`src/rtl/fwd_pkg.sv`:
```
// fwd_pkg: select encodings, stall FSM states and the per-operand stall-length rule
package fwd_pkg;

    localparam logic [1:0] FWD_RF    = 2'b00;
    localparam logic [1:0] FWD_EXMEM = 2'b10;
    localparam logic [1:0] FWD_MEMWB = 2'b01;

    typedef enum logic {RUN, HOLD} fsm_state_t;

    function automatic int unsigned stallCycles(
        input logic exMatch,
        input logic exLoad,
        input logic memMatch,
        input logic memLoad,
        input logic isBranch,
        input int unsigned loadLatency
    );
        if (exMatch && exLoad) return loadLatency + 32'(isBranch);
        if (exMatch && isBranch) return 1;
        if (memMatch && memLoad && isBranch) return 1;
        return 0;
    endfunction

endpackage

```
`src/rtl/fwd_src_match.sv`:
```
// fwd_src_match: per-operand producer match, EXE/branch forwarding selects and required stall
module fwd_src_match import fwd_pkg::*; #(
    parameter int AW = 5,
    parameter int LOAD_LATENCY = 1,
    parameter int CNT_W = 3
) (
    input  logic             idValid,
    input  logic [AW-1:0]    src,
    input  logic             srcUsed,
    input  logic             isBranch,
    input  logic [AW-1:0]    exRd,
    input  logic             exWe,
    input  logic             exIsLoad,
    input  logic [AW-1:0]    memRd,
    input  logic             memWe,
    input  logic             memIsLoad,
    output logic [1:0]       exeSel,
    output logic [1:0]       brSel,
    output logic [CNT_W-1:0] stallReq
);

    logic reads;
    logic exMatch;
    logic memMatch;

    assign reads    = idValid && srcUsed && (src != '0);
    assign exMatch  = reads && exWe && (src == exRd);
    assign memMatch = reads && memWe && (src == memRd);

    assign exeSel = exMatch ? FWD_EXMEM : memMatch ? FWD_MEMWB : FWD_RF;
    // a MEM load cannot be bypassed into an ID compare; the stall covers it
    assign brSel  = (isBranch && memMatch && !memIsLoad) ? FWD_EXMEM : FWD_RF;

    assign stallReq = CNT_W'(stallCycles(exMatch, exIsLoad, memMatch, memIsLoad, isBranch, LOAD_LATENCY));

endmodule

```
`src/rtl/fwd_hazard_unit.sv`:
```
// fwd_hazard_unit: N-operand forwarding selects, ID branch bypass and counted load/branch stall FSM
module fwd_hazard_unit import fwd_pkg::*; #(
    parameter int NUM_SRC = 2,
    parameter int AW = 5,
    parameter int LOAD_LATENCY = 1,
    parameter int CNT_W = 3
) (
    input  logic                  CLOCK,
    input  logic                  RESET,
    input  logic                  STALL,
    input  logic                  FLUSH,
    input  logic                  ID_VALID_IN,
    input  logic [NUM_SRC*AW-1:0] ID_SRC_IN,
    input  logic [NUM_SRC-1:0]    ID_SRC_USED_IN,
    input  logic                  ID_IS_BRANCH_IN,
    input  logic [AW-1:0]         EX_RD_IN,
    input  logic                  EX_WE_IN,
    input  logic                  EX_IS_LOAD_IN,
    input  logic [AW-1:0]         MEM_RD_IN,
    input  logic                  MEM_WE_IN,
    input  logic                  MEM_IS_LOAD_IN,
    output logic [2*NUM_SRC-1:0]  FWD_SEL_OUT,
    output logic [2*NUM_SRC-1:0]  BR_FWD_SEL_OUT,
    output logic                  HAZARD_STALL_OUT,
    output logic [CNT_W-1:0]      STALL_CNT_OUT
);

    localparam logic [CNT_W-1:0] cntOne = CNT_W'(1);

    fsm_state_t state, nextState;
    logic [CNT_W-1:0] cnt, nextCnt, need;
    logic [CNT_W-1:0] slotStall [NUM_SRC];
    logic [2*NUM_SRC-1:0] exeSel;

    for (genvar i = 0; i < NUM_SRC; i++) begin : gSlot
        fwd_src_match #(.AW(AW), .LOAD_LATENCY(LOAD_LATENCY), .CNT_W(CNT_W)) uMatch (
            .idValid  (ID_VALID_IN),
            .src      (ID_SRC_IN[i*AW +: AW]),
            .srcUsed  (ID_SRC_USED_IN[i]),
            .isBranch (ID_IS_BRANCH_IN),
            .exRd     (EX_RD_IN),
            .exWe     (EX_WE_IN),
            .exIsLoad (EX_IS_LOAD_IN),
            .memRd    (MEM_RD_IN),
            .memWe    (MEM_WE_IN),
            .memIsLoad(MEM_IS_LOAD_IN),
            .exeSel   (exeSel[2*i +: 2]),
            .brSel    (BR_FWD_SEL_OUT[2*i +: 2]),
            .stallReq (slotStall[i])
        );
    end

    always_comb begin
        need = '0;
        for (int i = 0; i < NUM_SRC; i++)
            need = (slotStall[i] > need) ? slotStall[i] : need;
    end

    // outputs read as idle while reset is held, regardless of hazard inputs
    assign HAZARD_STALL_OUT = RESET && !FLUSH && ((state == HOLD) || (need != '0));
    assign STALL_CNT_OUT = !RESET ? '0 : (state == HOLD) ? cnt : (need > cntOne) ? need - cntOne : '0;

    always_comb begin
        nextState = state;
        nextCnt = cnt;
        if (FLUSH) begin
            nextState = RUN;
            nextCnt = '0;
        end else if (!STALL) begin
            if (state == HOLD) begin
                nextCnt = cnt - cntOne;
                nextState = (cnt == cntOne) ? RUN : HOLD;
            end else if (need > cntOne) begin
                nextState = HOLD;
                nextCnt = need - cntOne;
            end
        end
    end

    always_ff @(posedge CLOCK or negedge RESET) begin
        if (!RESET) begin
            state <= RUN;
            cnt <= '0;
            FWD_SEL_OUT <= '0;
        end else begin
            state <= nextState;
            cnt <= nextCnt;
            FWD_SEL_OUT <= FLUSH ? '0 : STALL ? FWD_SEL_OUT : HAZARD_STALL_OUT ? '0 : exeSel;
        end
    end

endmodule

```
`config.mk`:
```
export PLATFORM = sky130hd
export DESIGN_NAME = fwd_hazard_unit
export DESIGN_NICKNAME = d
export VERILOG_FILES = /design/src/rtl/fwd_pkg.sv /design/src/rtl/fwd_src_match.sv /design/src/rtl/fwd_hazard_unit.sv
export SDC_FILE = /design/constraint.sdc
export NUM_CORES = 1
export LEC_CHECK = 0
export ABC_AREA = 1
export BUFFER_PORTS_ARGS = -buffer_cell sky130_fd_sc_hd__clkbuf_2
export CAP_MARGIN = 20
export CELL_PAD_IN_SITES_DETAIL_PLACEMENT = 1
export CELL_PAD_IN_SITES_GLOBAL_PLACEMENT = 2
export CORE_ASPECT_RATIO = 0.75
export CORE_MARGIN = 2
export CORE_UTILIZATION = 24
export CTS_BUF_LIST = sky130_fd_sc_hd__clkbuf_8
export DETAILED_ROUTE_END_ITERATION = 16
export GPL_ROUTABILITY_DRIVEN = 0
export GPL_TIMING_DRIVEN = 0
export PLACE_DENSITY_LB_ADDON = 0.1
export SYNTH_ARGS = -nofsm -noshare
export SYNTH_HDL_FRONTEND = slang
export SYNTH_SLANG_ARGS = --single-unit
```
`constraint.sdc`:
```
create_clock -name CLOCK -period 2.47 [get_ports CLOCK]
set_input_delay 0.247 -clock CLOCK [delete_from_list [all_inputs] [get_ports CLOCK]]
set_output_delay 0.247 -clock CLOCK [all_outputs]
set_load 0.02 [all_outputs]
```
* Word-level counts from Yosys, hierarchy flattened
Index checks and enable logic that the tools add are counted.
Widths: inputs -> output; s select.
** Operators by class
- Add/sub/neg operators :: 3
- $lt $le $gt $ge :: 3
- Eq/ne operators :: 6
- Multiplexer cells :: 47
- Reduce and logical (&&, ||, !) cells :: 34
** Operators by type and width (number)
- $mux 3 :: 15
- $logic_and 1x1->1 :: 26
- $eq 5x5->1 :: 4
- $mux 2 :: 10
- $mux 1 :: 19
- $mux 4 :: 3
- $reduce_bool 5->1 :: 2
- $gt 3x1->1 const B :: 2
- $reduce_bool 3->1 :: 2
- $sub 3x1->3 const B :: 2
- $eq 3x1->1 const B :: 1
- $gt 3x3->1 :: 1
- $add 1x1->2 const A :: 1
- $logic_not 1->1 :: 2
- $ne 2x1->1 const B :: 1
- $reduce_and 2->1 :: 1
- $logic_or 1x1->1 :: 1
** Storage, ports and cells
- Register bits :: 8
- Input bits :: 32
- Output and inout port bits :: 12
- Word-level logic and storage cells :: 96

* Longest topological paths before layout
Gate-level depths: netlist of the first run.
- Depth after elaboration :: 22
- Mapped depth :: 22
- Gate-level depth less buffers :: 22

* Hierarchy
Synthesis of the first run repeated with hierarchy kept, for this count alone.
** Second synthesis, totals
- Cells, all modules :: 254
- Area, all modules :: 1413.9 um^2
** By module, submodules not included
- fwd_hazard_unit :: times used 1, cells each 106, area each 743.2 um^2, seq. area each 200.2 um^2
- fwd_src_match :: times used 2, cells each 74, area each 335.3 um^2, seq. area each 0.0 um^2

* Worst setup path before layout of the first run
Ideal clock, no wire load.
- Path type :: in2out
- Start :: input port EX_RD_IN[2]
- End :: output port HAZARD_STALL_OUT
- Data arrival time :: 2.313 ns
- Setup slack :: -0.090 ns
- Stages :: 14
- Path buffers :: 0
- Cell sequence :: or2_1 > a21oi_1 > nand4_1 > nand2_1 > inv_1 > ha_1 > a22oi_1 > inv_1 > nand2_1 > nand2_1 > ha_1 > nand2_1 > nand2_1 > nor2_1
** On the way
- Word-level cells in the longest chain between the ends :: 16
- Elaborated cells on any way between the ends :: 33
- Those cells by class :: 2 x order compare; 2 x eq/ne; 20 x mux; 9 x reduce/logical
** Ends and longest elaborated chain
- start: declaration :: line fwd_hazard_unit.sv:16 : input logic [AW-1:0] EX_RD_IN,
- $eq 5x5->1 :: line fwd_src_match.sv:27 : assign exMatch = reads && exWe && (src == exRd);
- $logic_and 1x1->1 :: line fwd_src_match.sv:27
- $logic_and 1x1->1 :: line fwd_pkg.sv:18 : if (exMatch && exLoad) return loadLatency + 32'(isBranch);
- $mux 2 :: line fwd_pkg.sv:18
- $mux 2 :: line fwd_pkg.sv:19 : if (exMatch && isBranch) return 1;
- $mux 2 :: line fwd_pkg.sv:20 : if (memMatch && memLoad && isBranch) return 1;
- $mux 3 :: line fwd_pkg.sv:21 : return 0;
- $mux 3 :: line fwd_pkg.sv:20
- $mux 3 :: line fwd_pkg.sv:19
- $gt 3x1->1 :: line fwd_hazard_unit.sv:56 : need = (slotStall[i] > need) ? slotStall[i] : need;
- $mux 3 :: line fwd_hazard_unit.sv:56
- $gt 3x3->1 :: line fwd_hazard_unit.sv:56
- $mux 3 * :: line fwd_hazard_unit.sv:56
- $reduce_bool 3->1 * :: line fwd_hazard_unit.sv:60 : assign HAZARD_STALL_OUT = RESET && !FLUSH && ((state == HOLD) || (need != '0));
- $logic_or 1x1->1 * :: line fwd_hazard_unit.sv:60
- $logic_and 1x1->1 * :: line fwd_hazard_unit.sv:60
- end: declaration :: line fwd_hazard_unit.sv:24 : output logic HAZARD_STALL_OUT,
Every way passes the cells marked *; elsewhere a longest branch is shown, timed or not. The select of a mux whose other input is x is not followed.

* Final worst setup path of the first run
- Start :: input port EX_RD_IN[3]
- End :: output port HAZARD_STALL_OUT
Same word-level chain as after synthesis.

==> results.py, run 1 <==
metrics = {
    "status": {
        "run_status": "complete, but fails checks",
        "violations": "setup timing",
    },
    "power_and_ir_drop": {
        "internal_power_uw": 314.6,
        "peakVddDrop_uv": 155.9,
        "pwr-share-clk": 0.347,
        "power.combinational.fraction": 0.373,
        "static_leak_uw": 0.001029,
        "p_sw_uw": 158.0,
        "sw_frac_of_total": 0.3343,
        "pwr-share-seq": 0.280,
        "power_uw": 472.7,
        "power_density_normalized_to_cell_area_nw_per_um2": 233.5,
    },
    "setup_path": {
        "required_worst_endpoint_ns": 2.22,
        "largest_driver_fanout_on_the_critical_path": 4,
        "worst_setup_path_start_kind": "input port",
        "setup.reg_to_reg.worst_slack_ns": 1.05,
        "criticalPathCategory": "input port to output pin",
        "critPathTopFamily": "simple AND/OR/NAND/NOR gates",
        "path_buf_inv": 4,
        "setup.worst_path.end_class": "output pin",
        "crit_path_cell_trace": "clkbuf_2 -> nand2_1 -> nand2_2 -> nor2_4 -> nand2_2 -> nor2_4 -> nand4_1 -> buf_4 -> ha_4 -> nand2_2 -> a22oi_2 -> inv_2 -> nand2_4 -> nand2_8 -> ha_4 -> nand2_4 -> nand2_4 -> nor2_4 -> buf_8",
        "crit_path_top_delay_cell": "sky130_fd_sc_hd__ha_4",
        "largest_incremental_delay_on_the_critical_path_ns": 0.26,
        "worst-endpoint-arrival_ns": 2.41,
    },
    "layout": {
        "num_antenna_cells": 0,
        "nNetsFinal": 309,
        "area_growth_syn_to_layout_pct": 79.18,
        "final_cell_mix": "50 x sky130_fd_sc_hd__nand2_1, 26 x sky130_fd_sc_hd__clkbuf_2, 26 x sky130_fd_sc_hd__buf_4",
        "final_common_cell": "sky130_fd_sc_hd__nand2_1",
        "multiInputGateArea_um2": 1035,
        "regArea_um2": 200.2,
        "fraction_of_final_layout_cells_with_drive_strength_greater_than_1": 0.5206,
        "final.fill_count": 591,
    },
    "timing": {
        "hold_worst_slack_ns": 0.3947,
        "postLayoutSetupSlackWorst_ns": -0.1848,
        "worst_pin_slew_ns": 0.5649,
        "setup_total_negative_slack_ns": -0.6123,
        "timing.final.max_slew_violations": 0,
        "grt_setup_unrepaired": "yes",
        "hold_viol": 0,
        "fmax_ghz": 0.3767,
        "fin_worst_skew_ns": 0.009902,
        "period_minus_slack_ns": 2.655,
        "maxSlewHeadroom": 0.6194,
        "final.period_utilization": 1.075,
        "setup_violations_final": 4,
    },
    "clock_tree": {
        "cts.path.max_buffers": 2,
        "clock_tree.htree_level_count": 1,
        "tritoncts": "done",
        "insertion_delay_ns": 0.23,
        "clockRootBuffer": "sky130_fd_sc_hd__clkbuf_8",
        "cts_sinks": 8,
        "worst_setup_hold_path_clk_slew_ns": 0.05,
        "cts_buffers": 3,
    },
    "global_route": {
        "global_route.usage.total": 0.1604,
        "first_global_vias": 1435,
        "grt_first_pass_wirelength_mm": 6.837,
        "grt_remaining_overflow": 0,
        "grt_antenna_before_repair": 0,
        "pin_count_of_the_biggest_net_entering_global_routing": 12,
    },
    "place": {
        "io_buffers": 40,
        "place_hpwl_mm": 3.227,
        "dpl_worst_slack_ns": -0.6248,
    },
    "synthesis": {
        "synth-main-ff-cell": "sky130_fd_sc_hd__dfrtp_1",
        "syn_avg_cell_area_um2": 5.678,
        "asyncSetResetFlopFracSynth": 1.000,
        "yosysWarnings": 0,
        "syn_inst": 199,
        "post_syn_area_um2": 1130,
        "synth_cell_types": 31,
        "synth-seq-cells": 8,
        "sequential_area_share_after_synthesis": 0.1772,
        "synth-edff-count": 0,
    },
    "detailed_routing": {
        "detail_route.iter0.violations": 53,
        "via_per_inst": 4.451,
        "routed_wl_mm": 4.412,
        "drt_first_pass_iters": 4,
        "drc_errors": 0,
        "ant_nets": 0,
        "post_drt_wl_per_cell_um": 13.62,
        "num_vias": 1442,
    },
    "floorplanning": {
        "dieWidth_um": 83.23,
        "fp.dieH_um": 63.42,
        "floorplan.rows": 21,
        "die_area_um2": 5278,
        "core_area_um2": 4493,
        "io-pin-count": 44,
        "initial_core_util": 0.2515,
    },
    "flow_run": {
        "timing.max_cap.violations": 0,
    },
    "hold_path": {
        "hold_path.class": "input port to flop",
    },
}
[cell usage after synthesis (3+ instances only)]
cell type | instances | area, µm²
sky130_fd_sc_hd__nand2_2 | 3 | 18.77
sky130_fd_sc_hd__a21oi_1 | 6 | 30.03
sky130_fd_sc_hd__nand4_1 | 5 | 31.28
sky130_fd_sc_hd__dfrtp_1 | 8 | 200.2
sky130_fd_sc_hd__o21ai_0 | 9 | 45.04
sky130_fd_sc_hd__nand3_1 | 4 | 20.02
sky130_fd_sc_hd__ha_1 | 8 | 100.1
sky130_fd_sc_hd__inv_1 | 29 | 108.9
sky130_fd_sc_hd__nand2_1 | 73 | 274.0
sky130_fd_sc_hd__o22ai_1 | 4 | 25.02
sky130_fd_sc_hd__nor2_1 | 24 | 90.09
[what timing repair did]
| item | 4_1_cts | 5_1_grt |
|---|---|---|
| setup endpoints to repair | 9 | 11 |
| pin swaps | 14 | 40 |
| hold buffers | 1 | 0 |
| hold endpoints to repair | 8 | 0 |
| buffers inserted | 19 | 7 |
| gates resized for setup | 41 | 82 |
[metrics by stage]
step                instances  area (µm²)    util
floorplan                 200        1140       -
global placement          297        1411  0.3141
detailed placement        297        1411  0.3141
CTS                       320        1752  0.3899
global route              324        2024  0.4506
finish                    324        2024  0.4506
[worst reg2reg max path, stage by stage (launching register included)]
cell and delay [ns]:
sky130_fd_sc_hd__dfrtp_1 0.39, sky130_fd_sc_hd__buf_6 0.15, sky130_fd_sc_hd__o21ai_0 0.48, sky130_fd_sc_hd__a21oi_1 0.13, sky130_fd_sc_hd__nand2_1 0.11, sky130_fd_sc_hd__nand2_1 0.06
[path summary, 6_finish.rpt]
path,startpoint,endpoint,depth (start not counted)
setup / recovery,EX_RD_IN[3],HAZARD_STALL_OUT,19
hold / removal,FLUSH,cnt[0],4
setup reg to reg,state,cnt[0],5
hold reg to reg,FWD_SEL_OUT[0],FWD_SEL_OUT[0],2
max in group asynchronous,RESET,FWD_SEL_OUT[3],2
min in group asynchronous,RESET,cnt[1],2
[cell families after synthesis]
kind of cell / Yosys count / share of synthesized area
other cells: 1 / 0.003319
fa+ha+maj: 8 / 0.08860
xor+xnor: 2 / 0.01551
buf+inv: 36 / 0.1351
simple gates: 120 / 0.4585
flops: 8 / 0.1772
compound gates: 24 / 0.1218
[area by class of cell]
type	instances	share of cell area
plain buffers	4	0.01545
clock buffers	3	0.02040
inverters	32	0.07046
multi-input cells	156	0.5111
flip-flops and latches	8	0.09889
well taps	57	0.03523
repair buffers	64	0.2485
[routing by layer]
metal  share of wire  vias to the layer above  track usage
met4          0.0050                        0      0.01844
li1                -                      758            -
met1            0.54                      658       0.2464
met2            0.43                       22       0.2440
met5               0                        -            0
met3           0.020                        4      0.02097
[power by group through the flow]
stage,logic (µW),clock network (µW),registers [µW]
finish,177,164,132
global placement,124,0,134
floorplan,66.5,0,134
global route,196,174,132
CTS,145,163,132
detailed placement,124,0,134
[registers in the layout, indices dropped and copies added, names as in the netlist]
name         flops
FWD_SEL_OUT      4
state            1
cnt              3
(Power assumes the default switching activity.)
==> inputs of run 2 (changes only) <==
--- a/config.mk
+++ b/config.mk
@@ -6,6 +6,7 @@
 export NUM_CORES = 1
 export LEC_CHECK = 0
 export ABC_AREA = 1
+export ABC_CLOCK_PERIOD_IN_PS = 2470
 export BUFFER_PORTS_ARGS = -buffer_cell sky130_fd_sc_hd__clkbuf_2
 export CAP_MARGIN = 20
 export CELL_PAD_IN_SITES_DETAIL_PLACEMENT = 1
@@ -18,6 +19,7 @@
 export GPL_ROUTABILITY_DRIVEN = 0
 export GPL_TIMING_DRIVEN = 0
 export PLACE_DENSITY_LB_ADDON = 0.1
+export SKIP_CTS_REPAIR_TIMING = 1
 export SYNTH_ARGS = -nofsm -noshare
 export SYNTH_HDL_FRONTEND = slang
 export SYNTH_SLANG_ARGS = --single-unit
==> results.py, run 2 (synthesized netlist as in run 1, its figures left out) <==
metrics = {
    "setup_path": {
        "worstRegToRegCells": 5,
        "worst_setup_path_start_kind": "input port",
        "worst_r2r_endpoint": "cnt[0]",
        "criticalPathCategory": "input port to output pin",
        "regToRegStartpoint": "state",
        "largest_driver_fanout_on_the_critical_path": 3,
        "setup.reg_to_reg.worst_slack_ns": 1.12,
        "required_worst_endpoint_ns": 2.22,
        "worst-endpoint-arrival_ns": 2.42,
        "timing.critical_path.to": "HAZARD_STALL_OUT",
        "setup.worst_path.end_class": "output pin",
        "crit_start": "EX_RD_IN[4]",
    },
    "layout": {
        "area_growth_syn_to_layout_pct": 51.38,
        "post-route-util": 0.3807,
        "final_cell_mix": "61 x sky130_fd_sc_hd__nand2_1, 34 x sky130_fd_sc_hd__clkbuf_2, 23 x sky130_fd_sc_hd__inv_1",
        "flip_flop_count_of_the_largest_register_all_copies_and_words_added": 4,
        "nNetsFinal": 294,
        "max_flop_register": "FWD_SEL_OUT",
        "fraction_of_final_layout_cells_with_drive_strength_greater_than_1": 0.3968,
        "num_antenna_cells": 0,
        "final_common_cell": "sky130_fd_sc_hd__nand2_1",
        "final.fill_count": 614,
        "largest_registers": "FWD_SEL_OUT (4), cnt (3), state (1)",
    },
    "detailed_routing": {
        "ant_nets": 0,
        "detail_route.iter0.violations": 34,
        "via_per_inst": 4.375,
        "drc_errors": 0,
        "routed_wl_mm": 3.867,
        "drt_first_pass_iters": 4,
        "post_drt_wl_per_cell_um": 12.51,
        "num_vias": 1352,
    },
    "timing": {
        "final.period_utilization": 1.081,
        "period_minus_slack_ns": 2.670,
        "maxSlewHeadroom": 0.6402,
        "grt_setup_unrepaired": "yes",
        "timing.final.max_slew_violations": 0,
        "setup_violations_final": 3,
        "hold_viol": 0,
        "fin_worst_skew_ns": 0.006482,
        "postLayoutSetupSlackWorst_ns": -0.2000,
        "worst_pin_slew_ns": 0.5340,
        "fmax_ghz": 0.3745,
    },
    "power_and_ir_drop": {
        "p_sw_uw": 145.5,
        "internal_power_uw": 299.4,
        "sw_frac_of_total": 0.3270,
        "power.combinational.fraction": 0.336,
        "peakVddDrop_uv": 162.3,
        "pwr-share-seq": 0.297,
        "power_density_normalized_to_cell_area_nw_per_um2": 260.1,
        "pwr-share-clk": 0.367,
        "static_leak_uw": 0.0009209,
    },
    "clock_tree": {
        "worst_setup_hold_path_clk_slew_ns": 0.05,
        "clockRootBuffer": "sky130_fd_sc_hd__clkbuf_8",
        "clock_tree.htree_level_count": 1,
        "cts_sinks": 8,
        "tritoncts": "done",
        "cts.path.max_buffers": 2,
        "insertion_delay_ns": 0.23,
        "cts_buffers": 3,
    },
    "floorplanning": {
        "initial_core_util": 0.2515,
        "dieWidth_um": 83.23,
        "io-pin-count": 44,
        "floorplan.rows": 21,
        "core_area_um2": 4493,
        "die_area_um2": 5278,
        "fp.dieH_um": 63.42,
    },
    "status": {
        "violations": "setup timing",
        "run_status": "complete, but fails checks",
    },
    "global_route": {
        "first_global_vias": 1269,
        "pin_count_of_the_biggest_net_entering_global_routing": 12,
        "grt_antenna_before_repair": 0,
        "grt_first_pass_wirelength_mm": 6.106,
        "global_route.usage.total": 0.1426,
        "grt_remaining_overflow": 0,
    },
    "place": {
        "dpl_worst_slack_ns": -0.6248,
        "place_hpwl_mm": 3.227,
        "io_buffers": 40,
    },
    "hold_path": {
        "hold_path.class": "input port to flop",
    },
    "flow_run": {
        "timing.max_cap.violations": 0,
    },
}
## run 2: final cells by class
type	instances	area, µm²	area share
well taps	57	71.32	0.04170
multi-input cells	156	923.4	0.5399
plain buffers	4	31.28	0.01829
clock buffers	3	41.29	0.02414
inverters	32	128.9	0.07535
flip-flops and latches	8	200.2	0.1170
repair buffers	49	314.1	0.1836
## run 2: power by group through the flow
stage	Sequential, µW	Combinational (µW)	Clock, µW
2_1_floorplan	134	66.5	0
3_3_place_gp	134	124	0
3_5_place_dp	134	124	0
4_1_cts	132	125	163
5_1_grt	132	168	174
6_report	132	150	163
## run 2: per-stage QoR
step	setup TNS [ns]	std cells	hold slack, ns	cell area (µm²)	power [µW]
4_1_cts	-3.081	300	-0.1053	1453	419.8
3_3_place_gp	-4.261	297	0.1385	1411	258.3
2_1_floorplan	-0.01073	200	-0.04859	1140	200.8
5_1_grt	-1.826	309	0.4124	1710	474.4
6_report	-0.5656	309	0.3669	1710	444.8
3_5_place_dp	-4.392	297	0.1387	1411	258.1
## run 2: metal layers
metal	up-vias	global-route usage	part of all wire
li1	730	-	-
met1	596	0.2361	0.58
met2	24	0.1925	0.39
met3	2	0.02097	0.031
met4	0	0.01844	0.0026
met5	-	0	0
## run 2: worst max-delay path: stages
cell	delay (ns)
sky130_fd_sc_hd__buf_8	0.08
sky130_fd_sc_hd__inv_4	0.03
sky130_fd_sc_hd__nand2_2	0.05
sky130_fd_sc_hd__nand2_2	0.06
sky130_fd_sc_hd__nor2_2	0.12
sky130_fd_sc_hd__nand2_1	0.08
sky130_fd_sc_hd__nor2_2	0.15
sky130_fd_sc_hd__nand4_1	0.17
sky130_fd_sc_hd__buf_4	0.18
sky130_fd_sc_hd__ha_4	0.26
sky130_fd_sc_hd__nand2_2	0.04
sky130_fd_sc_hd__a22oi_2	0.18
sky130_fd_sc_hd__inv_1	0.07
sky130_fd_sc_hd__nand2_2	0.10
sky130_fd_sc_hd__nand2_4	0.08
sky130_fd_sc_hd__ha_4	0.17
sky130_fd_sc_hd__nand2_4	0.07
sky130_fd_sc_hd__nand2_4	0.06
sky130_fd_sc_hd__nor2_4	0.11
sky130_fd_sc_hd__buf_6	0.12
## run 2: how the worst min path moves through the flow
stage,from,to,slack [ns],depth (start not counted)
4_1_cts,RESET,cnt[2],-0.11,1
3_5_place_dp,RESET,FWD_SEL_OUT[0],0.14,1
3_3_place_gp,RESET,cnt[1],0.14,1
6_report,FLUSH,cnt[0],0.37,4
5_1_grt,STALL,FWD_SEL_OUT[2],0.41,4
2_1_floorplan,RESET,FWD_SEL_OUT[0],-0.05,0
